===== src/rtl/seq_alu_if.sv =====
// seq_alu_if: request/result bundle between the EX-stage control and seq_alu.
// Revision 1.0 - initial release
`default_nettype none

interface seq_alu_if #(
  parameter int WIDTH = 32,
  parameter int SHW   = 5
);
  logic             in_valid;
  logic             in_ready;
  logic [3:0]       ctr;
  logic [WIDTH-1:0] input1;
  logic [WIDTH-1:0] input2;
  logic [WIDTH-1:0] out;
  logic [WIDTH-1:0] out_hi;
  logic             iszero;
  logic             overflow;
  logic             busy;
  logic             done;

  modport master (
    output in_valid, ctr, input1, input2,
    input  in_ready, out, out_hi, iszero, overflow, busy, done
  );

  modport slave (
    input  in_valid, ctr, input1, input2,
    output in_ready, out, out_hi, iszero, overflow, busy, done
  );
endinterface

`default_nettype wire


===== src/rtl/seq_alu.sv =====
//==============================================================================
// Module      : seq_alu
// Description : Multi-cycle ALU; single-cycle logic/arith/shift ops plus
//               bit-serial unsigned multiply and restoring divide.
// Revision    : 1.0 - initial release
//==============================================================================
`default_nettype none

module seq_alu #(
  parameter int WIDTH = 32,
  parameter int SHW   = 5
) (
  input  logic      clk,
  input  logic      rst_n,
  seq_alu_if.slave  bus
);

  typedef enum logic [1:0] {
    IDLE = 2'd0,
    RUN  = 2'd1,
    DONE = 2'd2
  } state_t;

  localparam logic [3:0] c_OP_ADD  = 4'd0;
  localparam logic [3:0] c_OP_SUB  = 4'd1;
  localparam logic [3:0] c_OP_OR   = 4'd2;
  localparam logic [3:0] c_OP_AND  = 4'd3;
  localparam logic [3:0] c_OP_XOR  = 4'd4;
  localparam logic [3:0] c_OP_SLT  = 4'd5;
  localparam logic [3:0] c_OP_SLTU = 4'd6;
  localparam logic [3:0] c_OP_SLL  = 4'd7;
  localparam logic [3:0] c_OP_SRL  = 4'd8;
  localparam logic [3:0] c_OP_SRA  = 4'd9;
  localparam logic [3:0] c_OP_MULU = 4'd10;
  localparam logic [3:0] c_OP_DIVU = 4'd11;

  localparam int               c_CNTW     = SHW + 1;
  localparam logic [c_CNTW-1:0] c_CNT_INIT = c_CNTW'(WIDTH);
  localparam logic [c_CNTW-1:0] c_CNT_LAST = c_CNTW'(1);

  state_t             r_state;
  logic [WIDTH-1:0]   r_hi;
  logic [WIDTH-1:0]   r_lo;
  logic [WIDTH-1:0]   r_opb;
  logic [c_CNTW-1:0]  r_cnt;
  logic               r_is_div;

  logic [WIDTH-1:0]   w_sum;
  logic [WIDTH-1:0]   w_diff;
  logic [SHW-1:0]     w_amt;
  logic [WIDTH-1:0]   w_res;
  logic               w_ovf;
  logic               w_iter;
  logic [WIDTH:0]     w_mul_sum;
  logic [WIDTH:0]     w_div_shift;
  logic [WIDTH-1:0]   w_div_diff;
  logic               w_div_ge;
  logic [WIDTH-1:0]   w_next_hi;
  logic [WIDTH-1:0]   w_next_lo;

  assign bus.in_ready = (r_state != RUN);
  assign w_iter       = (bus.ctr == c_OP_MULU) || (bus.ctr == c_OP_DIVU);

  always_comb begin
    w_sum  = bus.input1 + bus.input2;
    w_diff = bus.input1 - bus.input2;
    w_amt  = bus.input2[SHW-1:0];
    w_res  = '0;
    w_ovf  = 1'b0;
    case (bus.ctr)
      c_OP_ADD: begin
        w_res = w_sum;
        w_ovf = (bus.input1[WIDTH-1] == bus.input2[WIDTH-1]) &&
                (w_sum[WIDTH-1] != bus.input1[WIDTH-1]);
      end
      c_OP_SUB: begin
        w_res = w_diff;
        w_ovf = (bus.input1[WIDTH-1] != bus.input2[WIDTH-1]) &&
                (w_diff[WIDTH-1] != bus.input1[WIDTH-1]);
      end
      c_OP_OR:   w_res = bus.input1 | bus.input2;
      c_OP_AND:  w_res = bus.input1 & bus.input2;
      c_OP_XOR:  w_res = bus.input1 ^ bus.input2;
      c_OP_SLT:  w_res = {{(WIDTH-1){1'b0}}, ($signed(bus.input1) < $signed(bus.input2))};
      c_OP_SLTU: w_res = {{(WIDTH-1){1'b0}}, (bus.input1 < bus.input2)};
      c_OP_SLL:  w_res = bus.input1 << w_amt;
      c_OP_SRL:  w_res = bus.input1 >> w_amt;
      c_OP_SRA:  w_res = $unsigned($signed(bus.input1) >>> w_amt);
      default:   w_res = '0;
    endcase
  end

  // One iteration step: mul shifts {hi,lo} right after a conditional add,
  // div shifts {rem,quo} left and subtracts the divisor when it fits.
  always_comb begin
    w_mul_sum   = {1'b0, r_hi} + (r_lo[0] ? {1'b0, r_opb} : '0);
    w_div_shift = {r_hi, r_lo[WIDTH-1]};
    w_div_ge    = (w_div_shift >= {1'b0, r_opb});
    w_div_diff  = w_div_shift[WIDTH-1:0] - r_opb;
    if (r_is_div) begin
      w_next_hi = w_div_ge ? w_div_diff : w_div_shift[WIDTH-1:0];
      w_next_lo = {r_lo[WIDTH-2:0], w_div_ge};
    end else begin
      w_next_hi = w_mul_sum[WIDTH:1];
      w_next_lo = {w_mul_sum[0], r_lo[WIDTH-1:1]};
    end
  end

  always_ff @(posedge clk or negedge rst_n) begin
    if (!rst_n) begin
      r_state      <= IDLE;
      r_hi         <= '0;
      r_lo         <= '0;
      r_opb        <= '0;
      r_cnt        <= '0;
      r_is_div     <= 1'b0;
      bus.out      <= '0;
      bus.out_hi   <= '0;
      bus.iszero   <= 1'b1;
      bus.overflow <= 1'b0;
      bus.busy     <= 1'b0;
      bus.done     <= 1'b0;
    end else begin
      bus.done <= 1'b0;
      case (r_state)
        RUN: begin
          r_hi  <= w_next_hi;
          r_lo  <= w_next_lo;
          r_cnt <= r_cnt - 1'b1;
          if (r_cnt == c_CNT_LAST) begin
            bus.out      <= w_next_lo;
            bus.out_hi   <= w_next_hi;
            bus.iszero   <= (w_next_lo == '0);
            bus.overflow <= 1'b0;
            bus.busy     <= 1'b0;
            bus.done     <= 1'b1;
            r_state      <= DONE;
          end
        end
        default: begin
          if (bus.in_valid) begin
            if (w_iter) begin
              r_is_div <= (bus.ctr == c_OP_DIVU);
              r_hi     <= '0;
              r_lo     <= (bus.ctr == c_OP_DIVU) ? bus.input1 : bus.input2;
              r_opb    <= (bus.ctr == c_OP_DIVU) ? bus.input2 : bus.input1;
              r_cnt    <= c_CNT_INIT;
              bus.busy <= 1'b1;
              r_state  <= RUN;
            end else begin
              bus.out      <= w_res;
              bus.out_hi   <= '0;
              bus.iszero   <= (w_res == '0);
              bus.overflow <= w_ovf;
              bus.done     <= 1'b1;
              r_state      <= DONE;
            end
          end else begin
            r_state <= IDLE;
          end
        end
      endcase
    end
  end

endmodule

`default_nettype wire


===== src/flat_wrapper.sv =====
// flat-port wrapper written by rule: the top's interface ports become plain ports
module seq_alu_flat 
#(
  parameter int WIDTH = 32,
  parameter int SHW   = 5
)
  (clk, rst_n, bus_in_valid, bus_ctr, bus_input1, bus_input2, bus_in_ready, bus_out, bus_out_hi, bus_iszero, bus_overflow, bus_busy, bus_done);
  seq_alu_if #(.WIDTH(WIDTH), .SHW(SHW)) bus_i ();
  input  logic clk;
  input  logic rst_n;
  input wire logic [$bits(bus_i.in_valid)-1:0] bus_in_valid;
  input wire logic [$bits(bus_i.ctr)-1:0] bus_ctr;
  input wire logic [$bits(bus_i.input1)-1:0] bus_input1;
  input wire logic [$bits(bus_i.input2)-1:0] bus_input2;
  output wire logic [$bits(bus_i.in_ready)-1:0] bus_in_ready;
  output wire logic [$bits(bus_i.out)-1:0] bus_out;
  output wire logic [$bits(bus_i.out_hi)-1:0] bus_out_hi;
  output wire logic [$bits(bus_i.iszero)-1:0] bus_iszero;
  output wire logic [$bits(bus_i.overflow)-1:0] bus_overflow;
  output wire logic [$bits(bus_i.busy)-1:0] bus_busy;
  output wire logic [$bits(bus_i.done)-1:0] bus_done;
  assign bus_i.in_valid = bus_in_valid;
  assign bus_i.ctr = bus_ctr;
  assign bus_i.input1 = bus_input1;
  assign bus_i.input2 = bus_input2;
  assign bus_in_ready = bus_i.in_ready;
  assign bus_out = bus_i.out;
  assign bus_out_hi = bus_i.out_hi;
  assign bus_iszero = bus_i.iszero;
  assign bus_overflow = bus_i.overflow;
  assign bus_busy = bus_i.busy;
  assign bus_done = bus_i.done;
  seq_alu #(.WIDTH(WIDTH), .SHW(SHW)) u_core (.clk(clk), .rst_n(rst_n), .bus(bus_i));
endmodule

===== config.mk =====
export PLATFORM = sky130hd
export DESIGN_NAME = seq_alu_flat
export DESIGN_NICKNAME = d
export VERILOG_FILES = /design/src/rtl/seq_alu_if.sv /design/src/rtl/seq_alu.sv /design/src/flat_wrapper.sv
export SDC_FILE = /design/constraint.sdc
export NUM_CORES = 1
export LEC_CHECK = 0
export ABC_AREA = 0
export CORE_MARGIN = 5
export CORE_UTILIZATION = 40
export DETAILED_ROUTE_END_ITERATION = 12
export SLEW_MARGIN = 15
export SYNTH_ARGS = -nofsm -noshare
export SYNTH_HDL_FRONTEND = slang
export SYNTH_SLANG_ARGS = --single-unit

===== constraint.sdc =====
create_clock -name clk -period 5.34 [get_ports clk]
set_input_delay 1.335 -clock clk [delete_from_list [all_inputs] [get_ports clk]]
set_output_delay 1.335 -clock clk [all_outputs]
set_load 0.02 [all_outputs]

==> run metrics <==
outcome=complete, no violations; commonest register cell after synthesis=dfrtp_1; All-Layer GR Usage=0.344; Cell variety after synth=89; DP HPWL=approximately 82,000 um; synthesized area=around 21,000 um2; largest net degree at the start of global routing=94; average wire per standard cell=26.8 um; sequential element share of the synthesized area=0.207; most common cell after layout, fill and taps aside=buf_4; yosys warns=0; global-route wire length before repair=around 150,000 um; Routed Antenna Nets=0; Hold Vio Cnt, Final=0; Final setup viols=0; initial antenna violation count=3; Avg Inst Size Synth=between 7 and 8 um2; worst-margin pin slew=1.00 ns; Layout Nets=roughly 3,400; WP data arrival=5.61 ns; Synth Register Bits=between 150 and 200; dpl cell area=25,900 um2; CTS sink cnt=~170; Async S/R FF share, synth=1.00; CORE AREA=51,500 um2; DR pass1 iterations=6; I/O pins=140; DP Worst Slack=-0.232 ns; Layout area overhead=26.5%; worst-skew pair later-pin latency=about 0.46 ns; Die Height=approximately 240 um; crit path max fanout=3; Peak VDD IR=about 0.32 mV; syn_nets=about 3,000; Leak=around 12 nW; Hold WC Path Type=reg2reg; Max-Cap Viols=0; clock buffer count from CTS=17; design area=26,500 um2; vias=24,100; H-tree depth=4; Cells after Synth=around 2,700; EDFF count, synth=0; GRT met1 Usage=0.452; die area=56,900 um2; worst endpoint required time=roughly 5.7 ns; number of port buffers=about 140; CTS tree=done; commonest cells after routing, fill and taps aside=buf_4 (422), nand2_1 (280), nor2_1 (259), a21oi_1 (251), o21ai_0 (189); Post-Route WL=102,000 um; Reg clk slew, reported paths=0.07 ns; grt ovf=0; die width=around 240 um; num rows=83; Root Buffer Master=clkbuf_16; number of global-route vias before repair=23,100; Final period util=0.977; DRC=0; kind of start point of the critical path=primary input; fmax=around 0.19 GHz; Top Usage Layer GRT=met2; clk buf depth=2; DR iter-0 viols=approximately 2,600; Slew headroom=0.325; GRT met3 Usage=0.0386; initial core utilization=0.406; RSZ-0062 raised after global routing=no; Fin Clk Skew=0.0123 ns; classification of the worst setup path=in2reg; PD cells=336 nW/um2; fill count=between 5,000 and 6,000; fin. max-slew vios=0; Min Clock Period, post-route=roughly 5.2 ns; met2 Use GR=0.571; share of layout cells above drive strength 1=0.186; GP Congestion=between 1 and 1.5; vias per cell=roughly 6.3; CP Capture Type=register; setup ws final=between 0.1 and 0.15 ns
==> sequential cells by signal (all words and copies together), names as in the netlist <==
name	flops
u_core.r_lo	32
u_core.bus.busy	1
u_core.r_is_div	1
u_core.r_state	2
u_core.bus.out	32
u_core.bus.overflow	1
u_core.bus.iszero	1
u_core.bus.out_hi	32
u_core.r_hi	32
u_core.r_cnt	6
u_core.r_opb	32
u_core.bus.done	1
==> where the power goes <==
part | internal, mW | total [mW] | leakage, nW | switching, mW
registers | 1.66 | 2.10 | 2.18 | 0.441
clock network | 0.666 | 1.26 | 0.279 | 0.589
logic | 2.38 | 5.54 | 9.64 | 3.16
==> final cells by class <==
class                   count  area, um2  share of cell area
multi-input cells        2209      15300               0.580
repair buffers            573       4800               0.182
flip-flops and latches    173       4330               0.164
well taps                 680        851              0.0322
inverters                 147        552              0.0209
clock buffers              19        443              0.0167
clock inverters            12        126             0.00478
diodes                      2       5.00            0.000189
==> final timing paths <==
check                           slack (ns)               start  depth (start not counted)                     to
worst max-delay path                  0.13       bus_input1[0]                         18      u_core.bus.iszero
worst min-delay path                  0.48  u_core.bus.out[27]                          2     u_core.bus.out[27]
worst max register to register        0.78      u_core.r_lo[0]                         16        u_core.r_hi[31]
worst min register to register        0.48  u_core.bus.out[27]                          2     u_core.bus.out[27]
max in group asynchronous             3.31               rst_n                          2  u_core.bus.out_hi[15]
min in group asynchronous             0.90               rst_n                          1   u_core.bus.out_hi[8]
==> cell families (layout without fill, tap and decap cells) <==
group / count (synthesis) / count (layout) / share of synthesized area
and+or+nand+nor: 871 / 871 / 0.194
xor gates and xnor gates: 59 / 59 / 0.0247
DFF: 173 / 173 / 0.207
buffers and inverters: 344 / 751 / 0.0639
adders and majority gates: 170 / 170 / 0.103
muxes: 181 / 181 / 0.116
other: 0 / 2 / 0
AOI/OAI and AO/OA: 928 / 928 / 0.291
==> through the flow <==
stage / hold WS [ns] / utilization / setup TNS (ns) / power [mW] / cells
4_1_cts: 0.489 / 0.513 / 0 / 8.80 / 3813
3_5_place_dp: 0.472 / 0.502 / -0.238 / 7.52 / 3782
5_1_grt: 0.510 / 0.514 / 0 / 9.45 / 3813
6_report: 0.483 / 0.514 / 0 / 8.90 / 3815
2_1_floorplan: 0.445 / - / 0 / 5.60 / 2726
3_3_place_gp: 0.468 / 0.502 / -0.206 / 7.44 / 3782
==> cells in the mapped netlist (all sizes together), types with 42 or more instances <==
| cell | count | area share |
|---|---|---|
| nand3 | 65 | 0.016 |
| mux2i | 104 | 0.050 |
| dfrtp | 172 | 0.21 |
| ha | 166 | 0.099 |
| o211ai | 62 | 0.022 |
| nand2 | 281 | 0.050 |
| o21ai | 192 | 0.046 |
| a211oi | 42 | 0.015 |
| clkbuf | 158 | 0.028 |
| nor3 | 46 | 0.011 |
| a21o | 57 | 0.020 |
| inv | 144 | 0.026 |
| a21oi | 251 | 0.060 |
| mux4 | 45 | 0.049 |
| nor2 | 262 | 0.047 |
| and2 | 48 | 0.014 |
==> routing by layer <==
layer	wire length, um	share of wire
met4	5480	0.054
met1	42400	0.41
met5	0	0
met3	6870	0.067
met2	47600	0.47
==> critical path: stages <==
cell	delay (ns)
clkdlybuf4s50_1	0.47
inv_1	0.12
ha_1	0.18
inv_1	0.06
fa_1	0.37
nor2b_1	0.16
o311ai_1	0.45
a211oi_1	0.18
buf_4	0.20
nor2_1	0.14
o21ai_0	0.21
a211oi_1	0.37
nor4b_1	0.10
a211o_1	0.33
or4b_1	0.47
nor4_1	0.28
nand2_1	0.11
o21ai_2	0.07
==> timing repair <==
item,in CTS,in global routing
hold buffers,0,0
setup endpoints to repair,0,1
gates resized for setup,0,1
buffers inserted,0,0
No activity file was read; power rests on OpenSTA's default activity.
